[src/rtl/sr_flag_arbiter.sv]
// Round-robin arbitrated bank of SR flags with optional per-requester burst lock.
// One flag op per clock, Q updates one edge after the grant cycle; ungranted requesters stall holding req.
module sr_flag_arbiter #(
    parameter int NREQ  = 4,
    parameter int NFLAG = 8,
    parameter int IDXW  = 3,
    parameter int ECW   = 8
) (
    input  logic                 clk,
    input  logic                 RST,
    input  logic [NREQ-1:0]      req,
    input  logic [NREQ-1:0]      lock,
    input  logic [2*NREQ-1:0]    op,
    input  logic [IDXW*NREQ-1:0] idx,
    output logic [NREQ-1:0]      gnt,
    output logic [NFLAG-1:0]     Q,
    output logic [NFLAG-1:0]     Qbar,
    output logic                 busy,
    output logic                 err,
    output logic [ECW-1:0]       err_cnt
);

    localparam int            PW      = (NREQ > 1) ? $clog2(NREQ) : 1;
    localparam logic [IDXW:0] NFLAG_W = (IDXW+1)'(NFLAG);

    typedef enum logic {
        IDLE = 1'b0,
        OWN  = 1'b1
    } state_t;

    typedef struct packed {
        logic            lock;
        logic            s;
        logic            r;
        logic [IDXW-1:0] idx;
    } sel_t;

    state_t          state_q;
    state_t          state_d;
    logic [PW-1:0]   rr_ptr;
    logic [PW-1:0]   owner;
    logic [PW-1:0]   pick;
    logic            pick_vld;
    logic [PW-1:0]   gnt_idx;
    logic            xfer;
    logic            req_owner;
    sel_t            sel;
    logic            legal;
    logic [NFLAG-1:0] q_nxt;

    // Two passes give the rotating search: first rr_ptr..NREQ-1, then 0..rr_ptr-1.
    always_comb begin
        pick_vld = 1'b0;
        pick     = '0;
        for (int r = 0; r < NREQ; r++) begin
            if (!pick_vld && req[r] && (PW'(r) >= rr_ptr)) begin
                pick_vld = 1'b1;
                pick     = PW'(r);
            end
        end
        for (int r = 0; r < NREQ; r++) begin
            if (!pick_vld && req[r]) begin
                pick_vld = 1'b1;
                pick     = PW'(r);
            end
        end
    end

    always_comb begin
        req_owner = 1'b0;
        for (int r = 0; r < NREQ; r++) begin
            if (owner == PW'(r)) begin
                req_owner = req[r];
            end
        end
    end

    // State register.
    always_ff @(posedge clk or negedge RST) begin
        if (!RST) begin
            state_q <= IDLE;
        end else begin
            state_q <= state_d;
        end
    end

    // Next-state logic; an illegal op never enters or keeps OWN.
    always_comb begin
        state_d = state_q;
        case (state_q)
            IDLE: begin
                if (xfer && legal && sel.lock) begin
                    state_d = OWN;
                end
            end
            OWN: begin
                if (!xfer || !legal || !sel.lock) begin
                    state_d = IDLE;
                end
            end
            default: state_d = IDLE;
        endcase
    end

    // Outputs: grant depends only on req, state, rr_ptr and owner.
    always_comb begin
        gnt     = '0;
        gnt_idx = '0;
        xfer    = 1'b0;
        busy    = (state_q == OWN);
        if (RST) begin
            if (state_q == IDLE) begin
                if (pick_vld) begin
                    gnt_idx = pick;
                    xfer    = 1'b1;
                end
            end else if (req_owner) begin
                gnt_idx = owner;
                xfer    = 1'b1;
            end
            for (int r = 0; r < NREQ; r++) begin
                gnt[r] = xfer && (gnt_idx == PW'(r));
            end
        end
    end

    always_comb begin
        sel = '0;
        for (int r = 0; r < NREQ; r++) begin
            if (gnt_idx == PW'(r)) begin
                sel.lock       = lock[r];
                {sel.s, sel.r} = op[2*r +: 2];
                sel.idx        = idx[IDXW*r +: IDXW];
            end
        end
    end

    assign legal = ({1'b0, sel.idx} < NFLAG_W) && !(sel.s && sel.r);

    always_comb begin
        q_nxt = Q;
        for (int f = 0; f < NFLAG; f++) begin
            if (sel.idx == IDXW'(f)) begin
                if (sel.s && !sel.r) begin
                    q_nxt[f] = 1'b1;
                end else if (!sel.s && sel.r) begin
                    q_nxt[f] = 1'b0;
                end
            end
        end
    end

    always_ff @(posedge clk or negedge RST) begin
        if (!RST) begin
            rr_ptr  <= '0;
            owner   <= '0;
            Q       <= '0;
            err     <= 1'b0;
            err_cnt <= '0;
        end else begin
            if (xfer) begin
                rr_ptr <= (gnt_idx == PW'(NREQ-1)) ? '0 : gnt_idx + 1'b1;
            end
            if ((state_q == IDLE) && (state_d == OWN)) begin
                owner <= gnt_idx;
            end
            if (xfer && legal) begin
                Q <= q_nxt;
            end
            err <= xfer && !legal;
            if (xfer && !legal && (err_cnt != '1)) begin
                err_cnt <= err_cnt + 1'b1;
            end
        end
    end

    assign Qbar = ~Q;

endmodule

[config.mk]
export PLATFORM = sky130hd
export DESIGN_NAME = sr_flag_arbiter
export DESIGN_NICKNAME = d
export VERILOG_FILES = /design/src/rtl/sr_flag_arbiter.sv
export SDC_FILE = /design/constraint.sdc
export NUM_CORES = 1
export LEC_CHECK = 0
export ABC_AREA = 1
export ABC_CLOCK_PERIOD_IN_PS = 3600
export CORE_ASPECT_RATIO = 0.7
export CORE_MARGIN = 3
export CORE_UTILIZATION = 45
export DETAILED_ROUTE_END_ITERATION = 16
export PLACE_DENSITY = 0.79
export SYNTH_ARGS = -nofsm -noshare
export SYNTH_HDL_FRONTEND = slang
export SYNTH_SLANG_ARGS = --single-unit
[constraint.sdc]
create_clock -name clk -period 3.6 [get_ports clk]
set_clock_uncertainty 0.05 [all_clocks]
set_input_delay 0.72 -clock clk [delete_from_list [all_inputs] [get_ports clk]]
set_output_delay 0.72 -clock clk [all_outputs]
set_load 0.1 [all_outputs]
# After elaboration in Yosys (flattened, before gate mapping)
# Index checks and enable logic that the tools add are counted.
classes:
  add_sub_neg: 2
  order_cmp: 4
  n_eq_ne: 17
  n_mux: 40
  bitwise: 2
  n_reduce_logical: 50
op_table:
  columns: ["op", "count"]
  rows:
  - ["2-to-1 mux 2 bit", 12]
  - ["2-to-1 mux 6 bit", 4]
  - ["AND reduction 3 bit", 8]
  - ["logical AND 1 bit", 23]
  - ["2-to-1 mux 1 bit", 22]
  - ["== test 2 bit, second input constant", 6]
  - ["== test 3 bit, second input constant", 4]
  - ["logical NOT 1 bit", 12]
  - ["adder 8 x 1 -> 8 bit, second input constant", 1]
  - ["inequality test 8 bit, second input constant", 1]
  - ["NOT 8 bit", 1]
  - ["== test 2 x 1 -> 1 bit, second input constant", 3]
  - ["== test 3 x 2 -> 1 bit, second input constant", 2]
  - ["logical NOT 2 bit", 3]
  - ["greater-or-equal comparator 1 x 2 -> 1 bit, first input constant", 2]
  - ["greater-or-equal comparator 2 bit, first input constant", 2]
  - ["2-to-1 mux 4 bit", 1]
  - ["== test 3 x 1 -> 1 bit, second input constant", 1]
  - ["logical NOT 3 bit", 1]
  - ["adder 2 x 1 -> 2 bit, second input constant", 1]
  - ["logical OR 1 bit", 2]
  - ["one-hot mux 1 bit (2 select lines)", 1]
  - ["nonzero test 2 bit", 1]
  - ["NOT 1 bit", 1]
word_totals:
  regBits: 22
  in_bits: 30
  output_inout_bits: 30
  elab_cells: 128

# Depth between registers and ports, before layout
# Gate-level depths: netlist (run 1).
logic_depth:
  ltp_word: 43
  depth_mapped: 24
  ltp_nobuf: 24

# Least setup slack after synthesis (run 1)
# No wires, ideal clock.
synth_path:
  path_kind: "register to output"
  from: "register state_q, in the netlist busy"
  to: "output port gnt[1]"
  t_arrival_ns: 3.095
  t_required_ns: 2.830
  slack_ns: -0.265
  stages_incl_launch_ff: 7
  n_path_buf: 0
  cell_sequence: "dfrtp_1 nor3_1 nand4_2 nand2_2 nor2_4 nand2_1 a21oi_1"
synth_between:
  elab_chain_len: 5
  word_cells_on_any_way: 7
  classes_between: "eq/ne (1); mux (5); reduce/logical (1)"
synth_rtl:
  columns: ["element", "line_no", "text"]
  rows:
  - ["start: declaration", "38", "state_t state_q;"]
  - ["start signal: assignment", "83", "state_q <= state_d;"]
  - ["2-to-1 mux 2 bit", "112", "if (state_q == IDLE) begin"]
  - ["2-to-1 mux 2 bit", "111", "if (RST) begin"]
  - ["== test 2 x 1 -> 1 bit", "122", "gnt[r] = xfer && (gnt_idx == PW'(r));"]
  - ["logical AND 1 bit (*)", "122", null]
  - ["2-to-1 mux 4 bit (*)", "111", null]
  - ["end: declaration", "15", "output logic [NREQ-1:0] gnt,"]
# Every way passes the cells marked *; elsewhere a longest branch is shown, timed or not. The select of a mux whose other input is x is not followed.

# Final worst setup path (run 1)
layout_path:
  from: "input port req[0]"
  to: "register Q[2]"
layout_between:
  elab_chain_len: 39
  word_cells_on_any_way: 66
  classes_between: "eq/ne (4); mux (34); reduce/logical (28)"
layout_rtl:
  columns: ["element", "line_no", "text"]
  rows:
  - ["start: declaration", "11", "input logic [NREQ-1:0] req,"]
  - ["logical AND 1 bit", "56", "if (!pick_vld && req[r] && (PW'(r) >= rr_ptr)) begin"]
  - ["2-to-1 mux 1 bit", "56", null]
  - ["logical NOT 1 bit", "56", null]
  - ["logical AND 1 bit (2 in a row)", "56", null]
  - ["2-to-1 mux 1 bit", "56", null]
  - ["logical NOT 1 bit", "56", null]
  - ["logical AND 1 bit (2 in a row)", "56", null]
  - ["2-to-1 mux 1 bit", "56", null]
  - ["[20 not listed]", null, null]
  - ["net gnt_idx[1]", "44", "logic [PW-1:0] gnt_idx;"]
  - ["logical NOT 2 bit", "130", "if (gnt_idx == PW'(r)) begin"]
  - ["2-to-1 mux 6 bit (3 in a row)", "130", null]
  - ["2-to-1 mux 6 bit (*)", "130", null]
  - ["logical NOT 1 bit (tied with other cells)", "146", "end else if (!sel.s && sel.r) begin"]
  - ["logical AND 1 bit (tied with other cells)", "146", null]
  - ["nonzero test 2 bit (no line) / logical AND 1 bit (equally long branches)", null, null]
  - ["AND reduction 3 bit (no line)", null, null]
  - ["end signal: assignment", "168", "Q <= q_nxt;"]
  - ["end: declaration", "16", "output logic [NFLAG-1:0] Q,"]
# Mark *: on every way through the listed nets, which the timed path passes. The rest lies on a longest branch. The select of a mux whose other input is x is not followed.
# A chain may end at the register's enable or synchronous reset.

==> key figures, run 1 <==
Route
  – Antenna viol nets, final: 0
  – Routed vias: 1861
  – Detailed Routing Iterations Pass 1: 4
  – Residual DRC: 0
  – Drt total wl: roughly 5300 um
  – Wire per inst: 14.1 um
  – Vias per cell: around 5
  – DRT iter0 DRCs: 90

Logic synthesis
  – Synthesized area per cell: 7.14 um2
  – Seq cells post-synth: 22
  – Warnings from Yosys: 0
  – Synthesized area: 1690 um2
  – Top-area cell type share of the netlist area: 0.325
  – Cell count after synthesis: 237
  – Post-synth cell types: 29
  – Synth area leader: dfrtp_1
  – Register area share after synthesis: 0.325
  – Largest cells by area after synthesis: dfrtp_1, nand2_1, nand3_1
  – Synthesized Nets: 274

Timing
  – Worst Max-Slew Pin Slew: between 1 and 1.5 ns
  – Max-slew headroom: 0.331
  – Final slew viol count: 0
  – RSZ-0062 raised after global routing: yes
  – Setup ws final: 0.147 ns
  – Setup_tns: 0 ns
  – Min cycle time layout: 3.45 ns
  – Final Hold Viols: 0
  – Final period utilization: 0.959
  – Final setup violation count: 0
  – FMAX: 290 MHz

Clock tree
  – CTS Root Cell: clkbuf_8
  – Bufs on Longest Clock Path: 2
  – CTS Hold Bufs: 0
  – CTS Buf Count: 3
  – Clk_lat worst skew: 0.26 ns
  – Clock sink count: 22
  – Max H-tree Level: 1
  – TritonCTS clock tree: built
  – Worst-path clk slew: 0.08 ns

Setup path
  – Critical path class: in2reg
  – Slowest stage cell, crit path: clkdlybuf4s50_1
  – Worst endpoint required time: roughly 3.7 ns
  – Crit path cell chain: clkdlybuf4s50_1 -> inv_1 -> nand2_1 -> nand3_1 -> nand2_1 -> nand2_2 -> nand2_4 -> nand3_1 -> nand2_1 -> nand2_1 -> nor2_4 -> buf_4 -> ha_2 -> inv_1 -> nor2_1 -> nor2_1 -> a22oi_2 -> inv_1 -> ha_4 -> nand3_1 -> nor2_2 -> nand2_1 -> o21ai_1
  – CP max stage delay: just over 0.5 ns
  – CP startpoint kind: primary input
  – Crit path max fanout: 8
  – Setup crit end kind: flip-flop
  – Most numerous cell on the critical path: nand2_1
  – Crit path DAT: 3.60 ns

Floorplan
  – Die Height: 57.3 um
  – Die W: 79.3 um
  – Die Area: 4540 um2
  – Row count: 17
  – Core area: 3360 um2
  – Ports: 60
  – Starting Density: 0.503

Cells and area
  – Share of cells above drive strength 1: 0.240
  – Nets: 363
  – Area grow syn2layout: 60.4%
  – Fill count: 215
  – Antenna cell count: 0
  – Non-Filler Instances: 372

GRT
  – Grt total ovfl: 0
  – GR Util All Layers: 0.217
  – Antenna violations before repair: 0
  – Global-route wire length before repair: 7910 um
  – Vias in the first global route: 1745
  – Largest net degree at the start of global routing: 20

Place
  – Dpl cells: 366
  – DP Worst Slack: -0.235 ns
  – Final HPWL DP: 3970 um
  – Buffers added on ports: between 50 and 60
  – Routability congestion estimate: a little under 0.9

Hold path
  – Worst Hold Class: reg2reg

Status
  – Outcome: finished clean

Flow run
  – Max-Cap Viols: 0
[cells in the final DEF (no fill, tap or decap), drive strengths merged]
master / netlist / final
nand2: 78 / 78
clkdlybuf4s50: 0 / 53
xor2: 2 / 2
o21ai: 17 / 17
nor3: 2 / 2
ha: 7 / 7
a21oi: 7 / 7
nand3: 30 / 31
clkbuf: 0 / 3
a221oi: 1 / 1
nand4: 2 / 2
inv: 29 / 29
nand3b: 2 / 2
buf: 3 / 32
nor2: 27 / 27
xnor2: 4 / 4
or2: 1 / 1
a22oi: 2 / 2
dfrtp: 22 / 22
dlymetal6s2s: 0 / 1
o31ai: 1 / 1
bufinv: 0 / 1
[sequential cells by signal, indices dropped and copies added, names as in the netlist]
name / cells
Q: 8
err_cnt: 8
rr_ptr: 2
busy: 1
err: 1
owner: 2
[critical path: cells and delay by family]
| family | cells | cell delay (ns) |
|---|---|---|
| AND/OR/NAND/NOR | 14 | 1.20 |
| buffers and inverters | 5 | 0.91 |
| adder cells (fa/ha/maj) | 2 | 0.52 |
| AO/OA/AOI/OAI | 2 | 0.24 |
[per-layer routing]
layer | vias to the layer above | wire [um] | track usage
li1 | 940 | - | -
met1 | 852 | 2580 | 0.324
met2 | 61 | 2260 | 0.324
met3 | 8 | 364 | 0.0536
met4 | 0 | 66 | 0.0319
met5 | - | 0 | 0
[through the flow]
stage	utilization	hold slack, ns	cell area, um2
final	0.807	0.481	2710
after global placement	0.764	0.433	2570
after floorplan	-	0.374	1700
after detailed placement	0.764	0.443	2570
after CTS	0.786	0.473	2640
after global routing	0.807	0.492	2710
[cells by family after synthesis]
logic type	synth area share
adders and majority gates	0.0518
xor gates and xnor gates	0.0311
buffers and inverters	0.0725
AOI/OAI and AO/OA	0.0939
and+or+nand+nor	0.425
DFF	0.325
[Yosys cell counts, drive strengths merged]
cell type and n:
nor3 2, inv 29, dfrtp 22, nand3 30, ha 7, a21oi 7
o31ai 1, nand3b 2, or2 1, nand4 2, nor2 27, buf 3
a221oi 1, o21ai 17, xor2 2, nand2 78, a22oi 2, xnor2 4
[area by class of cell]
cell class / count / area (um2) / area share
Inverter: 29 / 111 / 0.0411
Clock buffer: 3 / 41.3 / 0.0152
Timing Repair Buffer: 86 / 833 / 0.307
Multi-Input combinational cell: 184 / 1090 / 0.401
Clock inverter: 1 / 30.0 / 0.0111
Tap cell: 47 / 58.8 / 0.0217
Sequential cell: 22 / 551 / 0.203
[worst paths after layout]
kind / end / cells past startpoint / start / slack [ns]
worst max-delay path: Q[2] / 23 / req[0] / 0.15
worst min-delay path: err_cnt[4] / 2 / err_cnt[4] / 0.48
worst max register to register: err_cnt[5] / 20 / owner[0] / 0.59
worst min register to register: err_cnt[4] / 2 / err_cnt[4] / 0.48
max in group asynchronous: err_cnt[1] / 2 / RST / 2.34
min in group asynchronous: Q[4] / 2 / RST / 0.88
[what timing repair did]
action                                 4_1_cts  5_1_grt
buffers inserted                             0        1
setup endpoints to repair                    0       20
resized for setup                            0       15
endpoints found under the hold margin        0        0
Power of run 1 is not shown: default switching activity piles up to over one toggle a cycle in this logic, so the estimate is an artifact.
==> run 2: changes to the inputs <==
--- a/config.mk
+++ b/config.mk
@@ -10,6 +10,8 @@
 export CORE_ASPECT_RATIO = 0.7
 export CORE_MARGIN = 3
 export CORE_UTILIZATION = 45
+export CTS_CLUSTER_DIAMETER = 100
+export CTS_CLUSTER_SIZE = 20
 export DETAILED_ROUTE_END_ITERATION = 16
 export PLACE_DENSITY = 0.79
 export SYNTH_ARGS = -nofsm -noshare
==> results of run 2 <==
Final layout, timing and power as in run 1 (identical DEF).
Power of run 2 is left out for the same reason.
